--- src/rtl/dct_pkg.sv ---
// Shared definitions for the DCT coefficient path: bank lifecycle states and
// the JPEG zigzag scan table (entries are row*8+col).
package dct_pkg;

  typedef enum logic [1:0] {
    BANK_EMPTY    = 2'd0,
    BANK_FILLING  = 2'd1,
    BANK_FULL     = 2'd2,
    BANK_DRAINING = 2'd3
  } bank_state_t;

  localparam int          ROWS     = 8;
  localparam logic [2:0]  LAST_ROW = 3'd7;
  localparam logic [5:0]  LAST_IDX = 6'd63;

  localparam logic [5:0] ZIGZAG [64] = '{
    6'd0,  6'd1,  6'd8,  6'd16, 6'd9,  6'd2,  6'd3,  6'd10,
    6'd17, 6'd24, 6'd32, 6'd25, 6'd18, 6'd11, 6'd4,  6'd5,
    6'd12, 6'd19, 6'd26, 6'd33, 6'd40, 6'd48, 6'd41, 6'd34,
    6'd27, 6'd20, 6'd13, 6'd6,  6'd7,  6'd14, 6'd21, 6'd28,
    6'd35, 6'd42, 6'd49, 6'd56, 6'd57, 6'd50, 6'd43, 6'd36,
    6'd29, 6'd22, 6'd15, 6'd23, 6'd30, 6'd37, 6'd44, 6'd51,
    6'd58, 6'd59, 6'd52, 6'd45, 6'd38, 6'd31, 6'd39, 6'd46,
    6'd53, 6'd60, 6'd61, 6'd54, 6'd47, 6'd55, 6'd62, 6'd63
  };

endpackage

--- src/rtl/coef_bank.sv ---
// One 8x8 coefficient bank: a whole row is written per cycle, single words are
// read combinationally. Storage is deliberately not reset.
module coef_bank
  import dct_pkg::*;
#(
  parameter int W = 16
) (
  input  logic            clk,
  input  logic            wr_en,
  input  logic [2:0]      wr_row,
  input  logic [8*W-1:0]  wr_data,
  input  logic [5:0]      rd_addr,
  output logic [W-1:0]    rd_data
);

  logic [W-1:0] mem_r [64];

  // Row write: column c of the packed row lands at address row*8+c.
  always_ff @(posedge clk) begin
    if (wr_en) begin
      for (int c = 0; c < ROWS; c++) begin
        mem_r[{wr_row, 3'(c)}] <= wr_data[c*W +: W];
      end
    end
  end

  assign rd_data = mem_r[rd_addr];

endmodule

--- src/rtl/dct_coef_serializer.sv ---
// Ping-pong row-to-zigzag serializer: rows of DCT coefficients fill one bank
// while the other bank is streamed out in JPEG zigzag order.
module dct_coef_serializer
  import dct_pkg::*;
#(
  parameter int W = 16
) (
  input  logic                clk,
  input  logic                rst,
  input  logic signed [W-1:0] z0,
  input  logic signed [W-1:0] z1,
  input  logic signed [W-1:0] z2,
  input  logic signed [W-1:0] z3,
  input  logic signed [W-1:0] z4,
  input  logic signed [W-1:0] z5,
  input  logic signed [W-1:0] z6,
  input  logic signed [W-1:0] z7,
  input  logic                in_valid,
  output logic                in_ready,
  output logic signed [W-1:0] out_data,
  output logic [5:0]          out_idx,
  output logic                out_valid,
  input  logic                out_ready,
  output logic                out_last,
  output logic [15:0]         blk_cnt
);

  bank_state_t st_r [2];
  bank_state_t upd_s [2];
  bank_state_t st_s [2];
  logic        wr_bank_r, rd_bank_r;
  logic        wr_bank_s, rd_bank_s;
  logic [2:0]  row_cnt_r;
  logic [5:0]  idx_s;
  logic [5:0]  rd_addr_s;
  logic        in_beat_s, out_hs_s, last_hs_s;
  logic [8*W-1:0] row_s;
  logic [W-1:0]   rd_data_s [2];

  assign in_beat_s = in_valid && in_ready;
  assign out_hs_s  = out_valid && out_ready;
  assign last_hs_s = out_hs_s && (out_idx == LAST_IDX);
  assign row_s     = {z7, z6, z5, z4, z3, z2, z1, z0};
  assign rd_addr_s = ZIGZAG[idx_s];

  // Next bank states; a bank that becomes FULL while it is the read bank goes
  // straight to DRAINING so the first word appears one cycle after row 7.
  always_comb begin
    wr_bank_s = wr_bank_r ^ (in_beat_s && (row_cnt_r == LAST_ROW));
    rd_bank_s = rd_bank_r ^ last_hs_s;
    for (int b = 0; b < 2; b++) begin
      if (in_beat_s && (wr_bank_r == 1'(b))) begin
        upd_s[b] = (row_cnt_r == LAST_ROW) ? BANK_FULL : BANK_FILLING;
      end else if (last_hs_s && (rd_bank_r == 1'(b))) begin
        upd_s[b] = BANK_EMPTY;
      end else begin
        upd_s[b] = st_r[b];
      end
      st_s[b] = ((upd_s[b] == BANK_FULL) && (rd_bank_s == 1'(b))) ? BANK_DRAINING : upd_s[b];
    end
  end

  // Next zigzag position; it returns to 0 when a block completes.
  always_comb begin
    if (last_hs_s) begin
      idx_s = 6'd0;
    end else if (out_hs_s) begin
      idx_s = out_idx + 6'd1;
    end else begin
      idx_s = out_idx;
    end
  end

  coef_bank #(.W(W)) u_bank0 (
    .clk     (clk),
    .wr_en   (rst && in_beat_s && (wr_bank_r == 1'b0)),
    .wr_row  (row_cnt_r),
    .wr_data (row_s),
    .rd_addr (rd_addr_s),
    .rd_data (rd_data_s[0])
  );

  coef_bank #(.W(W)) u_bank1 (
    .clk     (clk),
    .wr_en   (rst && in_beat_s && (wr_bank_r == 1'b1)),
    .wr_row  (row_cnt_r),
    .wr_data (row_s),
    .rd_addr (rd_addr_s),
    .rd_data (rd_data_s[1])
  );

  // Control state and registered handshake outputs.
  always_ff @(posedge clk) begin
    if (!rst) begin
      st_r[0]   <= BANK_EMPTY;
      st_r[1]   <= BANK_EMPTY;
      wr_bank_r <= 1'b0;
      rd_bank_r <= 1'b0;
      row_cnt_r <= 3'd0;
      out_idx   <= 6'd0;
      blk_cnt   <= 16'd0;
      out_valid <= 1'b0;
      out_last  <= 1'b0;
      in_ready  <= 1'b0;
    end else begin
      st_r[0]   <= st_s[0];
      st_r[1]   <= st_s[1];
      wr_bank_r <= wr_bank_s;
      rd_bank_r <= rd_bank_s;
      row_cnt_r <= in_beat_s ? (row_cnt_r + 3'd1) : row_cnt_r;
      out_idx   <= idx_s;
      blk_cnt   <= blk_cnt + {15'd0, last_hs_s};
      out_valid <= (st_s[rd_bank_s] == BANK_DRAINING);
      out_last  <= (st_s[rd_bank_s] == BANK_DRAINING) && (idx_s == LAST_IDX);
      in_ready  <= (st_s[wr_bank_s] == BANK_EMPTY) || (st_s[wr_bank_s] == BANK_FILLING);
    end
  end

  // Output word is fetched at the next position so it lines up with out_idx.
  always_ff @(posedge clk) begin
    out_data <= rd_data_s[rd_bank_s];
  end

endmodule
--- config.mk ---
export PLATFORM = sky130hd
export DESIGN_NAME = dct_coef_serializer
export DESIGN_NICKNAME = d
export VERILOG_FILES = /design/src/rtl/dct_pkg.sv /design/src/rtl/coef_bank.sv /design/src/rtl/dct_coef_serializer.sv
export SDC_FILE = /design/constraint.sdc
export NUM_CORES = 2
export LEC_CHECK = 0
export ABC_AREA = 1
export CAP_MARGIN = 25
export CORE_UTILIZATION = 56
export DETAILED_ROUTE_END_ITERATION = 7
export MAX_ROUTING_LAYER = met4
export PLACE_DENSITY = 0.83
export SLEW_MARGIN = 20
export SYNTH_ARGS = -nofsm -noshare
export SYNTH_HDL_FRONTEND = slang
export SYNTH_SLANG_ARGS = --single-unit
--- constraint.sdc ---
create_clock -name clk -period 8.02 [get_ports clk]
set_input_delay 2.005 -clock clk [delete_from_list [all_inputs] [get_ports clk]]
set_output_delay 2.005 -clock clk [all_outputs]
set_load 0.02 [all_outputs]
* Word-level counts from Yosys, hierarchy flattened *
Memories as Yosys holds them, arrays and structs flattened.
Cells that the tools add are included.

cells by class
  add/sub/neg operators = 3
  order comparisons = 3
  eq/ne operators = 7
  muxes and demuxes = 28
  bitwise operators = 10
  reduce and logical (&&, ||, !) cells = 16

operators by type and width
  kind                                                       number
  2-to-1 mux 16 bit                                          3
  2-to-1 mux 2 bit                                           15
  2-to-1 mux 6 bit                                           4
  adder 16 x 1 -> 16 bit                                     1
  logical AND 1 bit                                          14
  equality test 6 bit (second input constant)                2
  greater-or-equal comparator 7 bit (second input constant)  1
  inverter 6 -> 7 bit                                        1
  adder 6 x 1 -> 6 bit (second input constant)               1
  equality test 2 bit (second input constant)                3
  2-to-1 mux 1 bit                                           6
  greater-or-equal comparator 2 bit (second input constant)  2
  inverter 1 -> 2 bit                                        2
  adder 3 x 1 -> 3 bit (second input constant)               1
  equality test 3 bit (second input constant)                1
  inverter 1 bit                                             3
  equality test 2 x 1 -> 1 bit (second input constant)       1
  logical NOT 2 bit                                          1
  OR 1 bit                                                   2
  XOR 1 bit                                                  2
  logical OR 1 bit                                           1

word-level totals
  register bits = 46
  bits in writable memories = 2052
  ROM bits = 384
  input port bits = 132
  word-level logic and storage cells = 80
  memories = 4

memories
  name             depth  width  read ports  clocked after Yosys merged registers in  write ports  RTL line                   RTL
  u_bank0.mem_r    64     16     1           0                                        8            coef_bank.sv:16            logic [W-1:0] mem_r [64];
  u_bank1.mem_r    64     16     1           0                                        8            coef_bank.sv:16
  (no name shown)  64     6      1           0                                        0            dct_coef_serializer.sv:44  assign rd_addr_s = ZIGZAG[idx_s];
  st_r             2      2      2           0                                        2            dct_coef_serializer.sv:28  bank_state_t st_r [2];

* Depth between registers and ports, before layout *
  word-level depth = 13
  mapped depth = 26
  depth with buffers taken out = 24

* By module *
Synthesis repeated with hierarchy kept, for this count alone.

unflattened totals
  cell total of the unflattened synthesis = 7293
  area total of the unflattened synthesis = 85629.6 um^2

modules (own cells, without submodules)
  module               instances  cells an instance  area an instance (um^2)  seq. area each (um^2)
  coef_bank            2          3428               41397.2                  30749.5
  dct_coef_serializer  1          437                2835.2                   960.9

* Worst setup path before layout *
No wires, ideal clock.

  path kind = input to register
  start point = input in_valid
  end point = memory u_bank0.mem_r[0][0] (enable)
  data arrival time = 7.824 ns
  data required time = 7.403 ns
  setup slack = -0.422 ns
  stages = 4
  path buffers = 0
  cell sequence = nand2_1 > nor2_1 > nand2_1 > nor2_1

RTL lines
  what             RTL line                   RTL
  start, declared  dct_coef_serializer.sv:18  input logic in_valid,
  end, declared    coef_bank.sv:16

* Worst setup path after layout *
  start point = input out_ready
  end point = register out_data[10]

between the ends
  longest elaborated chain between the ends = 11

ends and longest elaborated chain
  what                                                          RTL line                                              RTL
  start, declared                                               dct_coef_serializer.sv:23                             input logic out_ready,
  logical AND 1 bit (*)                                         dct_coef_serializer.sv:41                             assign out_hs_s = out_valid && out_ready;
  2-to-1 mux 6 bit / logical AND 1 bit (equally long branches)  dct_coef_serializer.sv:67, dct_coef_serializer.sv:42
  2-to-1 mux 6 bit                                              dct_coef_serializer.sv:65                             if (last_hs_s) begin
  inverter 6 -> 7 bit (not written as such)                     dct_coef_serializer.sv:44
  memory (64 x 6 bit)                                           -
  2-to-1 mux 6 bit (not written as such) (2 in series)          dct_coef_serializer.sv:44
  memory (64 x 16 bit)                                          -
  2-to-1 mux 16 bit (not written as such) (*) (3 in series)     dct_coef_serializer.sv:121                            out_data <= rd_data_s[rd_bank_s];
  end signal, assigned                                          dct_coef_serializer.sv:121
  end, declared                                                 dct_coef_serializer.sv:20                             output logic signed [W-1:0] out_data,

Every way passes the cells marked *; elsewhere a longest branch is shown, timed or not. The select of a mux whose other input is x is not followed.
A chain may end at the register's enable or synchronous reset.

==> parameters.txt <==
Parameter                              Value

GRT
  Global Route Usage Sum    0.305
  Vias in the first global route    59,100
  Largest net degree at the start of global routing    208
  GR Overflow Total    0
  First-pass GRT wire length    346,000 um
  Antenna violations before repair    59

Power and ir drop
  Power spent charging and discharging nets    4.78 mW
  Worst vdd rail ir drop    253 uV
  Cell-internal power    17.2 mW
  Sequential share of power    0.551
  Fraction of power consumed by the clock network    0.396
  Leakage component of the power    32.0 nW
  Logic gate share of total power    0.053
  Power density over the cells    232 mW/mm^2
  Switching Share    0.218

Synthesis
  Synth cell types    33
  Cell type with the highest aggregate area in the netlist    edfxtp_1
  Top cell type's share of synthesized area    0.720
  Synthesis warning total    0
  EDFF count, synth    2,048
  Area of the mapped netlist    0.0854 sq mm
  Leading cell types by total area after synthesis    edfxtp_1 72%, nand3_1 16%, nand2_1 6.5%
  Number of synthesized register bits    2,096
  Post-Syn Area per Cell    12.1 sq um
  Syn_nets    7,200
  Sequential fraction of the synthesis area    0.732
  Most common flop cell mapped by yosys    edfxtp_1
  Proportion of synthesized flip-flops having asynchronous set or reset    0
  Synthesized instance count    7,048

Clock tree
  Number of buffers on the longest clock path    3
  H-tree depth    4
  Root buffer cell    clkbuf_16
  CTS tree    done
  Clock buffer count from CTS    188
  Clock Sinks    2,096
  Number of buffers inserted by post-CTS setup repair    0
  Insertion delay to the later sink of the worst-skew pair    0.84 ns
  Count of hold buffers inserted by post-cts repair    0
  Reg clk slew, reported paths    0.06 ns
  Number of gates given a new drive strength after cts    0

Timing
  Worst clock skew    0.0269 ns
  Number of failing hold endpoints at the final stage    0
  Slew at the pin closest to its max-slew limit    1.35 ns
  Setup repair after global routing missed its margin    false
  Sum of negative setup slack    0 ns
  Fmax    155 MHz
  Final max-slew violation count    0
  Relative slew margins    0.103
  Final setup violation count    0
  Final critical delay including setup and external delays    6.46 ns
  Portion of the clock cycle consumed by the worst path in the final layout    0.806

Finish
  Area Growth Syn to Fin    10.8%
  Highest-count cells in the layout ignoring fill and taps    2,721 x nand3_1, 2,048 x edfxtp_1, 1,481 x nand2_1
  Fraction of final layout cells with drive strength greater than 1    0.0558
  Core utilization of the finished layout    0.628
  Number of nets in the finished design    7,126
  Most common cell after layout, fill and taps aside    nand3_1

Setup path
  Critical-path maximum fanout    207
  Slowest-stage cell, CP    buf_12
  Crit path cell chain    clkdlybuf4s50_1 -> nand2_2 -> nor2_1 -> nand2_1 -> nand2_1 -> ha_1 -> nand2_1 -> nand2_1 -> nand2_1 -> nand2_1 -> nand2_1 -> nand3_4 -> nand2_8 -> buf_12 -> nand2_1 -> nand3_1 -> nand3_1 -> nand3_1 -> nand3_1 -> nand3_1 -> nand3_1 -> nand2_1
  Bufs and invs on worst path    2
  Critical path's largest stage delay    0.66 ns
  CP dominant cell by count    nand2_1
  Data arrival time of the critical path    7.21 ns
  Crit-path leading delay family    simple AND/OR/NAND/NOR gates
  Endpoint class of the critical path    register
  Worst Setup Path Type    in -> reg
  Sort of element at the start of the critical path    input pin
  Required time at the worst-slack endpoint    8.77 ns

Place
  Quantity of I/O buffers inserted on ports    172
  Post-DP HPWL    115,000 um
  Final weighted congestion in routability-driven placement    0.864

Die
  Placeable core region    0.150 sq mm
  Boundary pin count    173
  Die X-Extent    392 um
  Floorplan die height    392 um
  Row count    142
  Floorplan die area    0.154 sq mm
  Initial cell density of the core    0.567

Route
  Vias per cell    6.51
  DR WL/cell    25.1 um
  Drt initial violations    10,200
  Number of remaining DRC errors    4
  Routed Antenna Nets    0
  Iteration count of the initial detailed-routing pass    8
  Via count    60,000
  Total length of routed wires    231,000 um

Flow run
  Maxcap violations    0

Run status
  Status    finished, violations left
  Failing checks    DRC

Hold path
  Type of the most critical hold path    reg -> reg
-- power by group through the flow --
stage | logic, mW | registers, mW | clock network [mW]
floorplan | 0.632 | 12.3 | 0
global placement | 1.07 | 12.3 | 0
finish | 1.15 | 12.1 | 8.71
detailed placement | 1.11 | 12.3 | 0
global route | 1.25 | 12.1 | 9.11
CTS | 1.13 | 12.1 | 8.71
-- state kept, by name, summed over array words and instances (netlist names) --
signal         cells
out_data          16
blk_cnt           16
wr_bank_r          1
u_bank0.mem_r   1024
out_last           1
out_valid          1
out_idx            6
u_bank1.mem_r   1024
row_cnt_r          3
rd_bank_r          1
st_r               2
in_ready           1
-- synthesized netlist by cell type, types with 6 or more instances --
master,count
buf_2,350
dfxtp_1,48
inv_1,54
nand4_1,6
ha_1,20
buf_4,18
nand2_1,1483
nand3_1,2722
buf_1,32
clkbuf_1,121
o21ai_0,28
inv_2,7
edfxtp_1,2048
a21oi_1,14
nor3_1,8
nor2_1,55
-- logic make-up after synthesis --
kind of cell,count (synthesis),synth area share
AO/OA/AOI/OAI,52,0.00328
XOR/XNOR,4,0.000498
adder cells (fa/ha/maj),20,0.00293
buffers and inverters,588,0.0322
flip-flops,2096,0.732
AND/OR/NAND/NOR,4288,0.229
-- layout make-up --
| type | instances | area [sq um] |
|---|---|---|
| flip-flops and latches | 2096 | 62500 |
| diodes | 72 | 180 |
| clock inverters | 96 | 843 |
| multi-input cells | 4364 | 20400 |
| inverters | 62 | 254 |
| repair buffers | 262 | 2900 |
| fillers | 10300 | 55900 |
| well taps | 2016 | 2520 |
| clock buffers | 251 | 5060 |
-- metal layers --
metal / global-route usage / part of all wire / routed length, um
met5: - / 0 / 0
met4: 0.143 / 0.044 / 10300
met3: 0.0843 / 0.15 / 34400
met2: 0.467 / 0.47 / 108000
met1: 0.378 / 0.34 / 78200
-- final timing paths --
check	cells after the start	startpoint	slack, ns	to
worst min-delay path	2	blk_cnt[6]	0.51	blk_cnt[6]
worst min register to register	2	blk_cnt[6]	0.51	blk_cnt[6]
worst max register to register	22	out_idx[0]	2.82	out_data[10]
worst max-delay path	22	out_ready	1.56	out_data[10]
-- worst min-delay path: stages, from the launching register on --
cell and delay, ns:
dfxtp_1 0.33, inv_1 0.08, a21oi_1 0.06
-- metrics by stage --
stage               power [mW]  setup WS (ns)  hold slack, ns  cells  area [sq um]
finish                    22.0           1.56           0.511   9219         94600
floorplan                 13.0         -0.422           0.505   7048         85400
CTS                       21.9           1.73           0.509   9146         94400
global route              22.5           1.25           0.539   9202         94500
detailed placement        13.4          0.938           0.498   8799         88500
global placement          13.4           1.17           0.491   8799         88500
Power figures use the tool's default switching activity.
